## config.mk

```make
export PLATFORM = sky130hd
export DESIGN_NAME = proc_run_ctrl
export DESIGN_NICKNAME = d
export VERILOG_FILES = /design/src/rtl/proc_run_ctrl.sv
export SDC_FILE = /design/constraint.sdc
export NUM_CORES = 1
export LEC_CHECK = 0
export CORE_AREA = 2 2 78 80
export CTS_CLUSTER_DIAMETER = 80
export CTS_CLUSTER_SIZE = 14
export DETAILED_ROUTE_END_ITERATION = 10
export DIE_AREA = 0 0 80 82
export PLACE_DENSITY = 0.7
export REMOVE_ABC_BUFFERS = 1
export SLEW_MARGIN = 20
export SYNTH_ARGS = -nofsm -noshare
export SYNTH_HDL_FRONTEND = slang
export SYNTH_SLANG_ARGS = --single-unit
export TNS_END_PERCENT = 50
```

## constraint.sdc

```tcl
create_clock -name clk -period 2.3 [get_ports clk]
set_input_delay 0.46 -clock clk [delete_from_list [all_inputs] [get_ports clk]]
set_output_delay 0.46 -clock clk [all_outputs]
set_load 0.005 [all_outputs]
```

## src/rtl/proc_run_ctrl.sv

```systemverilog
// ============================================================================
// Module   : proc_run_ctrl
// Purpose  : Run controller for singleCycleProc. It sequences the processor
//            reset, counts RUN cycles and ends the run on halt, on timeout, or
//            on a PC stall when RUN_CTRL_STALL_DET_EN is defined.
// Revision : 1.0 - initial release
// ============================================================================
`default_nettype none

module proc_run_ctrl #(
   parameter int RST_CYCLES   = 1,
   parameter int MAX_CYCLES   = 7,
   parameter int CNT_W        = 16,
   parameter int PC_W         = 32,
   parameter int STALL_CYCLES = 4
) (
   input  logic             clk,
   input  logic             rst,
   input  logic             start,
   input  logic             halt,
   input  logic [PC_W-1:0]  pc,
   output logic             proc_rst,
   output logic             running,
   output logic             done,
   output logic             timeout,
   output logic             stalled,
   output logic [CNT_W-1:0] cycle_count
);

   typedef enum logic [1:0] {
      S_IDLE  = 2'd0,
      S_RESET = 2'd1,
      S_RUN   = 2'd2,
      S_DONE  = 2'd3
   } state_t;

   localparam logic [7:0]       c_rst_load = 8'(RST_CYCLES);
   localparam logic [CNT_W:0]   c_max      = (CNT_W+1)'(MAX_CYCLES);
   localparam logic [CNT_W-1:0] c_ones     = '1;

   state_t           r_state, w_state_nxt;
   logic [7:0]       r_rst_cnt, w_rst_cnt_nxt;
   logic [CNT_W-1:0] r_cycle_count, w_cnt_nxt, w_cnt_inc;
   logic             r_proc_rst, r_running, r_done, r_timeout, r_stalled;
   logic             w_timeout_nxt, w_stalled_nxt;
   logic             w_limit, w_stall;

`ifdef RUN_CTRL_STALL_DET_EN
   localparam int SW = $clog2(STALL_CYCLES + 1);

   logic [PC_W-1:0] r_pc_prev;
   logic [SW-1:0]   r_stall_cnt, w_stall_cnt_nxt;

   // Counter holds how many consecutive RUN cycles pc has kept its value,
   // the first cycle at a new value counting as one.
   always_comb begin
      w_stall_cnt_nxt = SW'(1);
      if ((pc == r_pc_prev) && (r_stall_cnt != '0))
         w_stall_cnt_nxt = SW'(r_stall_cnt + 1'b1);
      w_stall = (r_state == S_RUN) && (w_stall_cnt_nxt == SW'(STALL_CYCLES));
   end

   always_ff @(posedge clk) begin
      if (rst) begin
         r_pc_prev   <= '0;
         r_stall_cnt <= '0;
      end else begin
         r_pc_prev   <= pc;
         r_stall_cnt <= (r_state == S_RUN) ? w_stall_cnt_nxt : '0;
      end
   end
`else
   logic w_unused_pc;
   assign w_unused_pc = ^pc;
   assign w_stall     = 1'b0;
`endif

   assign w_cnt_inc = (r_cycle_count == c_ones) ? r_cycle_count : r_cycle_count + 1'b1;
   assign w_limit   = (({1'b0, r_cycle_count} + 1'b1) == c_max);

   always_comb begin
      w_state_nxt   = r_state;
      w_rst_cnt_nxt = r_rst_cnt;
      w_cnt_nxt     = r_cycle_count;
      w_timeout_nxt = r_timeout;
      w_stalled_nxt = r_stalled;
      case (r_state)
         S_IDLE, S_DONE: begin
            if (start) begin
               w_state_nxt   = S_RESET;
               w_rst_cnt_nxt = c_rst_load;
               w_cnt_nxt     = '0;
               w_timeout_nxt = 1'b0;
               w_stalled_nxt = 1'b0;
            end
         end
         S_RESET: begin
            w_rst_cnt_nxt = r_rst_cnt - 1'b1;
            if (r_rst_cnt == 8'd1)
               w_state_nxt = S_RUN;
         end
         S_RUN: begin
            // The cycle that ends the run is still counted.
            w_cnt_nxt = w_cnt_inc;
            if (halt) begin
               w_state_nxt = S_DONE;
            end else if (w_stall) begin
               w_state_nxt   = S_DONE;
               w_stalled_nxt = 1'b1;
            end else if (w_limit) begin
               w_state_nxt   = S_DONE;
               w_timeout_nxt = 1'b1;
            end
         end
         default: w_state_nxt = S_IDLE;
      endcase
   end

   always_ff @(posedge clk) begin
      if (rst) begin
         r_state       <= S_IDLE;
         r_rst_cnt     <= '0;
         r_cycle_count <= '0;
         r_proc_rst    <= 1'b1;
         r_running     <= 1'b0;
         r_done        <= 1'b0;
         r_timeout     <= 1'b0;
         r_stalled     <= 1'b0;
      end else begin
         r_state       <= w_state_nxt;
         r_rst_cnt     <= w_rst_cnt_nxt;
         r_cycle_count <= w_cnt_nxt;
         r_proc_rst    <= (w_state_nxt != S_RUN);
         r_running     <= (w_state_nxt == S_RUN);
         r_done        <= (w_state_nxt == S_DONE);
         r_timeout     <= w_timeout_nxt;
         r_stalled     <= w_stalled_nxt;
      end
   end

   assign proc_rst    = r_proc_rst;
   assign running     = r_running;
   assign done        = r_done;
   assign timeout     = r_timeout;
   assign stalled     = r_stalled;
   assign cycle_count = r_cycle_count;

endmodule

`default_nettype wire

```

==> summary.txt <==
Run status
  • Outcome: completed

Critical path
  • Required @ worst endpoint: 2.51 ns
  • Critical path arrival: 2.31 ns
  • Worst-path maximum fanout: 11
  • Worst reg2reg startpoint: r_state[0]$_SDFF_PP0_
  • CP peak stage delay: 0.39 ns
  • R2R Setup Slk: 0.20 ns
  • Setup crit start kind: register
  • Bufs and invs on worst path: 1
  • Reg2reg end: cycle_count[1]$_SDFFE_PP0P_
  • Crit-path cells: inv_1, ha_1, nand2b_1, and2_1, a31o_2, or3_1, a21oi_1
  • Path type of the worst setup path: reg2reg
  • Top cell family by delay on the critical path: simple AND/OR/NAND/NOR gates
  • Crit end category: register
  • Critical Path Slowest Stage Cell: dfxtp_1
  • R2R depth: 7

GRT
  • GRT Overall Usage: 0.137
  • First-pass GRT wire length: 7.07 mm
  • Largest net degree at the start of global routing: 17
  • Vias in the first global route: 1516
  • GR Overflow Total: 0
  • Initial antenna violation count: 0

Synthesis
  • Mapped Avg Cell Area: 7.84 µm²
  • Post-synthesis sequential area ratio: 0.331
  • Top post-synthesis cells by area: dfxtp_1 33%, nor2_1 5.6%, a21oi_1 5.2%
  • Synth area leader: dfxtp_1
  • Async set or reset register ratio after synthesis: 0
  • Share of the synthesized area in the top cell type: 0.331
  • Post-synthesis cell count: 231
  • Synth Register Bits: 30
  • Post-synth top flop: dfxtp_1
  • Yosys warnings: 0
  • Distinct cells, synth: 48
  • Count of flip-flops with a built-in enable after synthesis: 0
  • Post-Syn Area: 1810 µm²

Hold path
  • WHS Endpoint: timeout$_SDFFE_PP0P_
  • Hold Path Depth: 2
  • Hold WC Path Type: reg2reg
  • HP Start: timeout$_SDFFE_PP0P_

STA
  • Peak Freq: 477 MHz
  • Final period utilization: 0.912
  • Final Skew: 0.00231 ns
  • Final Max Tran Viols: 0
  • RSZ-0062 raised after global routing: false
  • Hold Fails Final Rpt: 0
  • Final setup viols: 0
  • Crit path time final: 2.10 ns
  • Setup_tns: 0 ns

Flow run
  • Max cap viols: 0

Detailed routing
  • Routed Antenna Nets: 0
  • DR WL/cell: 12.6 µm
  • DR pass1 iterations: 4
  • DRC Markers: 0
  • Iter 0 DRT Violations: 71
  • Vias/cell: 4.96
  • Routed wire length: 4.25 mm
  • Vias: 1668

Clock tree
  • Clk_lat worst skew: 0.28 ns
  • TritonCTS buffer count: 5
  • Clock sinks: 30
  • Clock-pin slew on the worst setup and hold paths: 0.06 ns
  • TritonCTS clock tree: done
  • Root Driver: clkbuf_8
  • # resized after CTS: 0
  • # Post-CTS Setup Buffers: 0
  • Maximum root-to-sink buffer count: 2
  • # hold bufs at CTS: 0
  • H-tree levels: 2

Floorplanning
  • Ports: 57
  • Die area: 6560 µm²
  • # rows: 28
  • Core area: 5750 µm²
  • DIE HEIGHT: 82 µm
  • Starting Density: 0.315
  • Die Width: 80 µm

Placed design
  • Port Buf Inserts: 23
  • Global placer's final weighted congestion: 0.802
  • DP Wirelength: 3.09 mm
  • Placed cell count: 329

Final layout
  • Share of layout cells above drive strength 1: 0.130
  • Fin nets: 303
  • Fillers: 590
  • P&R area growth vs syn: 24.7%
  • Antenna Cells: 0
  • Final Non-Filler Cells: 336

Power
  • P per Cell Area: 534 nW/µm²
  • Max IR drop VDD: 0.249 mV
  • Leakage: 0.805 nW
area by class of cell:
cell class,instances,area (µm²),area share
clock buffers,5,68.8,0.0305
clock inverters,2,10.0,0.00443
inverters,11,41.3,0.0183
multi-input cells,178,1120,0.498
flip-flops and latches,30,601,0.266
well taps,75,93.8,0.0415
repair buffers,35,320,0.142
cells by family after synthesis:
logic type	count (synthesis)	share of synthesized area
buffers and inverters	23	0.0539
AND/OR/NAND/NOR	104	0.307
adder cells (fa/ha/maj)	6	0.0414
XOR/XNOR	14	0.0677
AO/OA/AOI/OAI	49	0.174
flip-flops	30	0.331
multiplexers	4	0.0221
other	1	0.00207
per-layer routing:
metal | vias to the layer above | global-route usage | part of all wire
li1 | 868 | - | -
met1 | 753 | 0.171 | 0.46
met2 | 43 | 0.228 | 0.47
met3 | 4 | 0.0385 | 0.061
met4 | 0 | 0.0492 | 0.012
met5 | - | 0 | 0
sequential cells by signal, summed over array words and instances, names as in the netlist:
register	flops
cycle_count	16
r_state	2
timeout	1
r_rst_cnt	8
proc_rst	1
running	1
done	1
cell usage in the layout (no fill, tap or decap), types with 2 or more instances in the layout:
cell             synthesis  layout
a21oi_1                 19      19
clkinv_2                 0       2
o31ai_1                  2       2
xnor2_1                 10      10
o21ai_0                 12      12
inv_1                   11      11
xor2_1                   4       4
clkbuf_8                 0       5
ha_1                     6       6
nor4_2                   1       2
clkdlybuf4s50_1          0      23
nor2_1                  27      27
nand2b_1                 3       3
nor3_1                   5       5
nand3_1                  9       8
buf_4                    1      12
and2_1                   2       2
nand3_2                  1       2
dfxtp_1                 30      30
nor2b_1                  3       3
a31oi_1                  5       5
or3_1                    2       2
nand3b_1                 5       5
nor4_1                   5       4
mux2i_1                  4       4
nand4_1                  4       4
or4_1                    2       2
nand2_1                 25      25
a311oi_1                 3       3
worst max-delay path by stage:
stage / from / end / slack (ns) / cells after the start
2_1_floorplan: cycle_count[1]$_SDFFE_PP0P_ / running$_SDFF_PP0_ / 0.25 / 6
3_3_place_gp: start / r_rst_cnt[5]$_SDFFE_PP0P_ / 0.12 / 6
3_5_place_dp: start / r_rst_cnt[5]$_SDFFE_PP0P_ / 0.09 / 6
4_1_cts: cycle_count[1]$_SDFFE_PP0P_ / running$_SDFF_PP0_ / 0.08 / 6
5_1_grt: r_state[0]$_SDFF_PP0_ / r_rst_cnt[5]$_SDFFE_PP0P_ / 0.04 / 7
6_report: r_state[0]$_SDFF_PP0_ / cycle_count[1]$_SDFFE_PP0P_ / 0.20 / 7
worst reg2reg max path: stages, from the launching register on:
cell	delay, ns
dfxtp_1	0.39
inv_1	0.08
ha_1	0.38
nand2b_1	0.21
and2_1	0.18
a31o_2	0.31
or3_1	0.33
a21oi_1	0.14
synthesized netlist by cell type (2+ instances only):
cell,n
nor2_1,27
a31oi_1,5
xor2_1,4
or4_1,2
nand3b_1,5
nor3_1,5
clkbuf_1,5
and2_1,2
a21oi_1,19
a311oi_1,3
ha_1,6
nand2b_1,3
mux2i_1,4
nand4_1,4
xnor2_1,10
inv_1,11
o31ai_1,2
nand3_1,9
nor4_1,5
o21ai_0,12
nand2_1,25
nor2b_1,3
or3_1,2
buf_2,5
dfxtp_1,30
metrics by stage:
stage | setup slack [ns] | util | hold WS, ns | cell area [µm²] | power (mW)
after global routing | 0.0422 | 0.393 | 0.518 | 2260 | 1.28
after CTS | 0.0812 | 0.391 | 0.484 | 2250 | 1.22
after global placement | 0.119 | 0.378 | 0.445 | 2170 | 0.816
after floorplan | 0.255 | - | 0.447 | 1760 | 0.760
after detailed placement | 0.0914 | 0.378 | 0.468 | 2170 | 0.822
final | 0.202 | 0.393 | 0.479 | 2260 | 1.21
report_power, final:
group	total, mW	switching [mW]	internal (mW)
Combinational	0.231	0.129	0.103
Clock	0.396	0.194	0.202
Sequential	0.580	0.0291	0.551
(Power assumes the default switching activity.)
